## src/rtl/keypad_pkg.sv

```systemverilog
// keypad_pkg: FSM and frame-result types plus active-low column drive patterns for keypad_scan
package keypad_pkg;
  typedef enum logic [1:0] {IDLE, DEBOUNCE, HELD, RELEASE} state_t;
  typedef enum logic [1:0] {NONE, SINGLE, MULTI} frame_t;
  localparam logic [3:0] COL0 = 4'b1110;
  localparam logic [3:0] COL1 = 4'b1101;
  localparam logic [3:0] COL2 = 4'b1011;
  localparam logic [3:0] COL3 = 4'b0111;
  function automatic logic [3:0] col_drive(input logic [1:0] idx);
    return idx == 2'd0 ? COL0 : idx == 2'd1 ? COL1 : idx == 2'd2 ? COL2 : COL3;
  endfunction
endpackage

```

## src/rtl/keypad_sync.sv

```systemverilog
// keypad_sync: 2-stage synchronizer; resets to all-ones so idle rows read as released
module keypad_sync #(
  parameter int WIDTH = 4
) (
  input  logic             sys_clk,
  input  logic             sys_rst_n,
  input  logic [WIDTH-1:0] d,
  output logic [WIDTH-1:0] q
);
  logic [WIDTH-1:0] meta;
  always_ff @(posedge sys_clk or negedge sys_rst_n)
    if (!sys_rst_n) begin
      meta <= '1;
      q    <= '1;
    end else begin
      meta <= d;
      q    <= meta;
    end
endmodule

```

## src/rtl/keypad_scan.sv

```systemverilog
// keypad_scan: 4x4 keypad scanner with frame-based debounce; define KEYPAD_REPEAT_EN for auto-repeat while held
module keypad_scan #(
  parameter int SCAN_DIV       = 100_000,
  parameter int DEBOUNCE_SCANS = 4,
  parameter int REPEAT_SCANS   = 50
) (
  input  logic       sys_clk,
  input  logic       sys_rst_n,
  input  logic [3:0] row_in,
  output logic [3:0] col_out,
  output logic [3:0] key_code,
  output logic       key_valid,
  output logic       key_held
);
  import keypad_pkg::*;
  localparam int DW = $clog2(SCAN_DIV);
  localparam logic [3:0] DB_LAST = 4'(DEBOUNCE_SCANS - 1);
  logic [DW-1:0] div;
  logic          tick, frame_end, single;
  logic [1:0]    col_idx;
  logic [3:0]    row_s, hit, cnt, cnt_nxt, cand, cand_nxt, code_nxt, run, rel;
  logic [15:0]   acc, fv;
  logic [4:0]    ones;
  logic          held_nxt, valid_nxt;
  frame_t        res;
  state_t        state, state_nxt;
`ifdef KEYPAD_REPEAT_EN
  localparam int RW = $clog2(REPEAT_SCANS + 1);
  localparam logic [RW-1:0] RP_LAST = RW'(REPEAT_SCANS - 1);
  logic [RW-1:0] rep, rep_nxt;
`endif

  keypad_sync #(.WIDTH(4)) u_sync (
    .sys_clk  (sys_clk),
    .sys_rst_n(sys_rst_n),
    .d        (row_in),
    .q        (row_s)
  );

  assign tick      = div == DW'(SCAN_DIV - 1);
  assign frame_end = tick && col_idx == 2'd3;
  assign col_out   = col_drive(col_idx);
  assign single    = res == SINGLE;
  assign run       = (state == DEBOUNCE && hit == cand) ? cnt : 4'd0;
  assign rel       = state == RELEASE ? cnt : 4'd0;

  // Frame vector: earlier columns from acc, current column straight from the synchronized rows
  always_comb begin
    fv   = acc;
    ones = '0;
    hit  = '0;
    for (int r = 0; r < 4; r++) fv[4 * r + int'(col_idx)] = ~row_s[r];
    for (int i = 0; i < 16; i++)
      if (fv[i]) begin
        ones = ones + 5'd1;
        hit  = 4'(i);
      end
    res = ones == 5'd0 ? NONE : ones == 5'd1 ? SINGLE : MULTI;
  end

  // MULTI frames fall through the !single paths, so they behave exactly like NONE
  always_comb begin
    state_nxt = state;
    cnt_nxt   = cnt;
    cand_nxt  = cand;
    code_nxt  = key_code;
    held_nxt  = key_held;
    valid_nxt = 1'b0;
`ifdef KEYPAD_REPEAT_EN
    rep_nxt   = rep;
`endif
    if (frame_end)
      case (state)
        IDLE, DEBOUNCE:
          if (!single) begin
            state_nxt = IDLE;
            cnt_nxt   = '0;
          end else if (run == DB_LAST) begin
            state_nxt = HELD;
            cnt_nxt   = '0;
            cand_nxt  = hit;
            code_nxt  = hit;
            held_nxt  = 1'b1;
            valid_nxt = 1'b1;
`ifdef KEYPAD_REPEAT_EN
            rep_nxt   = '0;
`endif
          end else begin
            state_nxt = DEBOUNCE;
            cand_nxt  = hit;
            cnt_nxt   = run + 4'd1;
          end
        default:
          if (single && hit == key_code) begin
            state_nxt = HELD;
            cnt_nxt   = '0;
`ifdef KEYPAD_REPEAT_EN
            rep_nxt   = (state == HELD && rep != RP_LAST) ? rep + 1'b1 : '0;
            valid_nxt = state == HELD && rep == RP_LAST;
`endif
          end else if (single) begin
            state_nxt = RELEASE;
            cnt_nxt   = '0;
          end else if (rel == DB_LAST) begin
            state_nxt = IDLE;
            cnt_nxt   = '0;
            held_nxt  = 1'b0;
          end else begin
            state_nxt = RELEASE;
            cnt_nxt   = rel + 4'd1;
          end
      endcase
  end

  always_ff @(posedge sys_clk or negedge sys_rst_n)
    if (!sys_rst_n) begin
      div       <= '0;
      col_idx   <= '0;
      acc       <= '0;
      state     <= IDLE;
      cnt       <= '0;
      cand      <= '0;
      key_code  <= '0;
      key_held  <= 1'b0;
      key_valid <= 1'b0;
`ifdef KEYPAD_REPEAT_EN
      rep       <= '0;
`endif
    end else begin
      div       <= tick ? '0 : div + 1'b1;
      col_idx   <= tick ? col_idx + 2'd1 : col_idx;
      acc       <= tick ? (frame_end ? '0 : fv) : acc;
      state     <= state_nxt;
      cnt       <= cnt_nxt;
      cand      <= cand_nxt;
      key_code  <= code_nxt;
      key_held  <= held_nxt;
      key_valid <= valid_nxt;
`ifdef KEYPAD_REPEAT_EN
      rep       <= rep_nxt;
`endif
    end
endmodule

```

## config.mk

```make
export PLATFORM = sky130hd
export DESIGN_NAME = keypad_scan
export DESIGN_NICKNAME = d
export VERILOG_FILES = /design/src/rtl/keypad_pkg.sv /design/src/rtl/keypad_sync.sv /design/src/rtl/keypad_scan.sv
export SDC_FILE = /design/constraint.sdc
export NUM_CORES = 1
export LEC_CHECK = 0
export BUFFER_PORTS_ARGS = -buffer_cell sky130_fd_sc_hd__buf_2
export CAP_MARGIN = 20
export CORE_MARGIN = 2
export CORE_UTILIZATION = 55
export CTS_CLUSTER_SIZE = 25
export DETAILED_ROUTE_END_ITERATION = 6
export PLACE_DENSITY = 0.72
export SETUP_SLACK_MARGIN = 0.5
export SYNTH_ARGS = -nofsm -noshare
export SYNTH_HDL_FRONTEND = slang
export SYNTH_HIERARCHICAL = 1
export SYNTH_SLANG_ARGS = --single-unit
```

## constraint.sdc

```tcl
create_clock -name sys_clk -period 12.92 [get_ports sys_clk]
set_input_delay 1.938 -clock sys_clk [delete_from_list [all_inputs] [get_ports sys_clk]]
set_output_delay 1.938 -clock sys_clk [all_outputs]
set_load 0.01 [all_outputs]
```

== Yosys cells after proc, flatten, opt, wreduce, memory -nomap -nowiden ==
Cells that the tools add are included.

* Bits in registers: 59
* Logic and storage cells: 150

* Add/subtract/negate cells: 22
* Order comparisons: 8
* Equality and inequality tests: 16
* Multiplexer cells: 74
* Bitwise gates (word level): 4
* Reduce and logical (&&, ||, !) cells: 15

{| class="wikitable"
|+ Operators by type and width
! operator !! number
|-
| 4-bit 2-to-1 mux || 25
|-
| 5-bit by 1-bit adder with 5-bit output, second input constant || 15
|-
| 5-bit 2-to-1 mux || 15
|-
| 16-bit bitwise mux || 4
|-
| 17-bit by 1-bit adder with 17-bit output, second input constant || 1
|-
| 17-bit == test, second input constant || 1
|-
| 17-bit 2-to-1 mux || 1
|-
| 1-bit 2-to-1 mux || 16
|-
| 16-bit 2-to-1 mux || 1
|-
| 2-bit 2-to-1 mux || 8
|-
| 1-bit demux with 4-bit select || 3
|-
| 4-bit by 2-bit adder with 5-bit output, first input constant || 2
|-
| 5-bit by 1-bit >= comparator with 1-bit output, second input constant || 2
|-
| 5-bit < comparator, second input constant || 2
|-
| 4-bit by 1-bit adder with 4-bit output, second input constant || 2
|-
| 4-bit by 2-bit == test with 1-bit output, second input constant || 2
|-
| 4-bit == test || 2
|-
| 1-bit logical AND || 7
|-
| 2-bit by 1-bit == test with 1-bit output, second input constant || 3
|-
| 2-bit == test, second input constant || 3
|-
| 6-bit AND reduction || 1
|-
| 5-bit by 1-bit == test with 1-bit output, second input constant || 1
|-
| 5-bit zero test || 1
|-
| 2-bit by 5-bit < comparator with 1-bit output, second input constant || 1
|-
| other kinds (14) || 20
|}

== Longest topological paths before layout ==
* Depth after elaboration: 46
* Depth in mapped cells: 56
* Depth with buffers taken out: 54

== By module ==
Netlist, hierarchy kept.

{| class="wikitable"
|+ Modules (own cells, without submodules)
! module !! instances !! cells an instance !! area an instance (um2) !! sequential area each (um2)
|-
| keypad_scan || 1 || 508 || 4530.6 || 1276.2
|-
| keypad_sync || 1 || 8 || 210.2 || 210.2
|}

== Worst setup path before layout ==
Ideal clock, no wire load.

* Kind: reg-to-reg
* Start: reg col_idx[1]
* End: reg key_code[0]
* Library setup time: 0.125 ns
* Arrival time: 10.709 ns
* Required time: 12.795 ns
* Path slack: 2.086 ns
* Cell stages (with the launch flop): 55
* Period minus slack after synthesis: 10.834 ns
* Cells stage by stage: dfrtp_1 > inv_1 > ha_1 > clkbuf_1 > inv_1 > o21ai_0 > inv_1 > ha_1 > buf_2 > nor3b_1 > o22a_1 > nor4_4 > ha_1 > a21boi_0 > a31o_2 > ha_1 > mux2_2 > a21o_1 > [... 19 more ...] > o21ai_1 > ha_1 > nand2b_1 > o21a_1 > ha_1 > and2_1 > or2_2 > ha_1 > nor2_1 > nor2_1 > ha_1 > xnor2_1 > xnor2_1 > nor4_1 > a21oi_1 > or2_4 > nor4_4 > mux2_4

* Word-level cells in the longest chain between the ends: 44
* Elaborated cells on any way between the ends: 85
* Those cells by class: add/sub: 18; order compare: 8; eq/ne: 5; mux: 46; reduce/logical: 8

{| class="wikitable"
|+ RTL lines
! element !! RTL line !! source
|-
| start: declaration || keypad_scan.sv:20 || <nowiki>logic [1:0] col_idx;</nowiki>
|-
| start signal: assignment || keypad_scan.sv:131 || <nowiki>col_idx <= tick ? col_idx + 2'd1 : col_idx;</nowiki>
|-
| 3-bit by 2-bit adder with 4-bit output, or another cell as far along || keypad_scan.sv:52 || <nowiki>for (int r = 0; r < 4; r++) fv[4 * r + int'(col_idx)] = ~row_s[r];</nowiki>
|-
| 4-bit by 5-bit < comparator with 1-bit output (not written as such), or another cell as far along || keypad_scan.sv:52 ||
|-
| 1-bit logical AND (not written as such) / 1-bit 2-to-1 mux (equally long branches) || keypad_scan.sv:52 ||
|-
| 1-bit 2-to-1 mux (not written as such) / 1-bit demux with 2-bit select (equally long branches) || keypad_scan.sv:52 ||
|-
| 1-bit demux with 4-bit select / 16-bit bitwise mux (equally long branches) || keypad_scan.sv:52 ||
|-
| 16-bit bitwise mux (3 in series) || keypad_scan.sv:52 ||
|-
| 1-bit 2-to-1 mux || keypad_scan.sv:54 || <nowiki>if (fv[i]) begin</nowiki>
|-
| 5-bit by 1-bit adder with 5-bit output || keypad_scan.sv:55 || <nowiki>ones = ones + 5'd1;</nowiki>
|-
| [... 25 more ...] || n/a ||
|-
| 5-bit by 1-bit adder with 5-bit output || keypad_scan.sv:55 ||
|-
| 5-bit 2-to-1 mux || keypad_scan.sv:54 ||
|-
| 5-bit by 1-bit adder with 5-bit output || keypad_scan.sv:55 ||
|-
| 5-bit 2-to-1 mux || keypad_scan.sv:54 ||
|-
| 5-bit by 1-bit == test with 1-bit output || keypad_scan.sv:58 || <nowiki>res = ones == 5'd0 ? NONE : ones == 5'd1 ? SINGLE : MULTI;</nowiki>
|-
| 2-bit 2-to-1 mux (2 in series) || keypad_scan.sv:58 ||
|-
| 2-bit by 1-bit == test with 1-bit output || keypad_scan.sv:43 || <nowiki>assign single = res == SINGLE;</nowiki>
|-
| 4-bit AND reduction (no line) || n/a ||
|-
| end signal: assignment || keypad_scan.sv:136 || <nowiki>key_code <= code_nxt;</nowiki>
|-
| end: declaration || keypad_scan.sv:11 || <nowiki>output logic [3:0] key_code,</nowiki>
|}

Parallel ways exist; a longest one is shown, timed or not.
A chain may end at the register's enable or synchronous reset.

== Worst setup path after layout ==
* Start: reg col_idx[1]
* End: reg key_code[3]

The elaborated chain is that of the path after synthesis.

==> qor_table.md <==
| Quantity | Value |
|:---|:---|
| Fraction of the mapped netlist area in simple logic gates | 0.233 |
| Area of the multi-input gates | 3150 um^2 |
| CTS clock-pin slew for the worst setup and hold paths | 0.08 ns |
| Pins over their slew limit | 0 |
| Fin util | 0.623 |
| Most frequently used flop master after synthesis | sky130_fd_sc_hd__dfrtp_1 |
| Share of synthesized flip-flops with an asynchronous set or reset | 1.00 |
| Antenna violations before repair | 0 |
| Top Ports | 16 |
| Leftover overflow at the end of global routing | 0 |
| IR drop worst, VDD | 0.0000715 V |
| Largest family of logic cells by synthesized area | simple AND/OR/NAND/NOR gates |
| Shortest clock period the worst path allows after layout | 11.63 ns |
| Final-report hold violation count | 0 |
| Slowest cell on the critical path | sky130_fd_sc_hd__nor4_4 |
| Total GRT Usage | 0.223 |
| Number of register bits inferred by synthesis | 59 |
| Crit-path max FO | 16 |
| Ratio of routed vias to standard cells | 5.83 |
| Class of the most critical hold timing path | flop to flop |
| Worst clock skew | 0.0101 ns |
| First-pass GRT wire length | 17.5 mm |
| Syn nets | 543 |
| Reported leakage power | 2.29 nW |
| Number of enable-type register cells in the synthesized netlist | 0 |
| Critical path's largest stage delay | 0.45 ns |
| Final cycle utilization of the critical path | 0.901 |
| Mux cell area share after synthesis | 0.0567 |
| Hold slack final | 0.356 ns |
| P_sw | 111 uW |
| Transition at the pin with the smallest max-transition slack | 0.955 ns |
| Number of unique standard cell types used by synthesis | 77 |
| Synth Area in Compound Gates | 0.146 |
| Reg area | 1490 um^2 |
| Antenna violation net count after detailed routing | 0 |
| Core area | 8300 um^2 |
| Number of I/O port buffers | 15 |
| Net switching fraction of the power | 0.258 |
| Kind of critical path | flop to flop |
| Setup repair after global routing missed its margin | false |
| Share of total power in the clock network | 0.438 |
| Xor/xnor share of the synthesized area | 0.164 |
| Number of clock sinks | 59 |
| Number of antenna cells inserted | 0 |
| Crit path capture type | flop |
| Mapped Cells | 516 |
| TritonCTS clock tree | done |
| Setup ws final | 1.29 ns |
| Pre-CTS WS | 1.06 ns |
| Gate power share | 0.123 |
| Adder and majority gate portion of the synthesized area | 0.0554 |
| FILL cells | 693 |
| Height of the chip | 96.8 um |
| Chip width | 96.8 um |
| Number of search-and-repair iterations in the first detailed-routing pass | 4 |
| Root buffer selected by CTS | sky130_fd_sc_hd__clkbuf_8 |
| Power per unit of standard cell area | 83.0 nW/um^2 |
| Number of vias after detailed routing | 3736 |
| CTS H-Tree Depth | 3 |
| Synth Warn # | 6 |
| Setup violations, final | 0 |
| Average cell area after synthesis | 9.19 um^2 |
| CTS Hold Buffers Added | 0 |
| Maximum number of pins on one net before global-route repair | 60 |
| Critical Path Start Type | flop |
| Headroom to the max-slew limit | 0.363 |
| Number of buffers created by CTS | 9 |
| Drc violations | 0 |
| Setup TNS | 0 ns |
| Layout cell share with drive strength beyond 1 | 0.172 |
| Routed wire length | 10.2 mm |
| Sequential power share | 0.439 |
| Maximum clock path buffer count | 2 |
| Iter 0 DRT Violations | 191 |
| Via count of the first global-routing pass | 3726 |
| Full die area | 9380 um^2 |
| Number of maximum-capacitance constraint violations | 0 |
| Initial standard-cell utilization of the core | 0.571 |
| Placer Congestion | 0.922 |
| Total standard cell area after synthesis | 4740 um^2 |
| Data required, critical path | 13.15 ns |
| Critical path data arrival time | 11.87 ns |
| Wire length per cell after detailed routing | 15.9 um |
| Max Clock Freq | 85.9 MHz |
| Number of rows created at floorplan | 33 |
| P&R area growth vs syn | 9.11% |
| Post-detail-place hpwl | 7.40 mm |
| Number of nets in the layout | 558 |
| Result of the run | finished, final reports clean |
| Top cell by count, worst path | sky130_fd_sc_hd__ha_1 |
| Clock insertion delay at the later pin of the skew report | 0.35 ns |
| Post-synthesis sequential area ratio | 0.314 |
| Internal | 318 uW |
==> cells by family after synthesis <==
kind of cell / Yosys count
DFF: 59
adders and majority gates: 21
xor gates and xnor gates: 70
and+or+nand+nor: 207
buffers and inverters: 35
muxes: 24
AOI/OAI and AO/OA: 100
==> cells in the final DEF, fill, tap and decap left out, types with 7 or more instances in the layout <==
| master | Yosys | layout |
|---|---|---|
| sky130_fd_sc_hd__mux2i_1 | 13 | 13 |
| sky130_fd_sc_hd__o21ai_0 | 28 | 27 |
| sky130_fd_sc_hd__xor2_1 | 20 | 20 |
| sky130_fd_sc_hd__a21oi_1 | 16 | 16 |
| sky130_fd_sc_hd__nand4_1 | 10 | 10 |
| sky130_fd_sc_hd__nor2_1 | 38 | 38 |
| sky130_fd_sc_hd__and2_1 | 7 | 7 |
| sky130_fd_sc_hd__buf_2 | 5 | 15 |
| sky130_fd_sc_hd__nand2_1 | 61 | 61 |
| sky130_fd_sc_hd__nand3_1 | 18 | 18 |
| sky130_fd_sc_hd__dfstp_2 | 8 | 8 |
| sky130_fd_sc_hd__nor2b_1 | 7 | 7 |
| sky130_fd_sc_hd__xnor2_1 | 35 | 35 |
| sky130_fd_sc_hd__a21o_1 | 7 | 7 |
| sky130_fd_sc_hd__nand2b_1 | 17 | 17 |
| sky130_fd_sc_hd__dfrtp_1 | 51 | 51 |
| sky130_fd_sc_hd__ha_1 | 21 | 19 |
| sky130_fd_sc_hd__inv_1 | 18 | 18 |
| sky130_fd_sc_hd__clkbuf_8 | 0 | 9 |
| sky130_fd_sc_hd__or3_1 | 8 | 8 |
==> worst max-delay path, delay by kind of cell, from the launching register on <==
family          cells  cell delay (ns)
mux                 2             0.56
flops               1             0.41
compound gates     15             2.79
xor+xnor            2             0.28
buf+inv             6             0.74
fa+ha+maj          14             4.11
simple gates       14             2.62
==> cells in the mapped netlist, types with 13 or more instances <==
cell                       instances  area (um^2)
sky130_fd_sc_hd__nand2_1          61          229
sky130_fd_sc_hd__dfrtp_1          51         1280
sky130_fd_sc_hd__mux2i_1          13          130
sky130_fd_sc_hd__nand2b_1         17          106
sky130_fd_sc_hd__o21ai_0          28          140
sky130_fd_sc_hd__xor2_1           20          175
sky130_fd_sc_hd__a21oi_1          16         80.1
sky130_fd_sc_hd__ha_1             21          263
sky130_fd_sc_hd__nand3_1          18         90.1
sky130_fd_sc_hd__nor2_1           38          143
sky130_fd_sc_hd__inv_1            18         67.6
sky130_fd_sc_hd__xnor2_1          35          307
==> power groups by stage <==
stage,Sequential [mW],Clock (mW),Combinational (mW)
floorplan,0.191,0,0.0396
global placement,0.192,0,0.0489
detailed placement,0.192,0,0.0517
CTS,0.188,0.192,0.0520
global route,0.189,0.200,0.0593
finish,0.189,0.188,0.0527
==> worst paths after layout <==
path	startpoint	end	slack, ns	cells past startpoint
setup / recovery	col_idx[1]$_DFFE_PN0N_	key_code[3]$_DFFE_PN0P_	1.29	53
hold / removal	u_sync/meta[2]$_DFF_PN1_	u_sync/q[2]$_DFF_PN1_	0.36	0
setup reg to reg	col_idx[1]$_DFFE_PN0N_	key_code[3]$_DFFE_PN0P_	1.29	53
hold reg to reg	u_sync/meta[2]$_DFF_PN1_	u_sync/q[2]$_DFF_PN1_	0.36	0
max in group asynchronous	sys_rst_n	key_code[2]$_DFFE_PN0P_	10.72	2
min in group asynchronous	sys_rst_n	div[5]$_DFF_PN0_	1.73	2
==> final cells by class <==
class,count,share of cell area
Multi-Input combinational cell,422,0.608
Sequential cell,59,0.287
Tap cell,105,0.0254
Clock buffer,9,0.0239
Timing Repair Buffer,20,0.0218
Clock inverter,7,0.0196
Inverter,19,0.0138
==> layer usage <==
layer	up-vias	share of wire	wire (um)	GRT usage
li1	1860	-	-	-
met5	-	0	0	0
met3	20	0.034	341	0.0318
met4	0	0.021	216	0.0856
met1	1785	0.46	4680	0.293
met2	71	0.49	4940	0.374
==> sequential cells by signal, summed over array words and instances, names as in the netlist, 2 cells and up <==
name	cells
state	2
cand	4
u_sync/q	4
key_code	4
col_idx	2
div	17
acc	16
cnt	4
u_sync/meta	4
==> repair_timing <==
| action | CTS | global route |
|---|---|---|
| buffers inserted | 0 | 3 |
| resized for setup | 0 | 6 |
| setup endpoints to repair | 0 | 14 |
==> stage by stage <==
step | power, mW | cell area, um^2 | instances
4_1_cts | 0.432 | 5120 | 638
6_report | 0.429 | 5170 | 641
2_1_floorplan | 0.231 | 4740 | 516
3_3_place_gp | 0.241 | 4890 | 622
3_5_place_dp | 0.244 | 4890 | 622
5_1_grt | 0.448 | 5170 | 641
No activity file was read; power rests on OpenSTA's default activity.
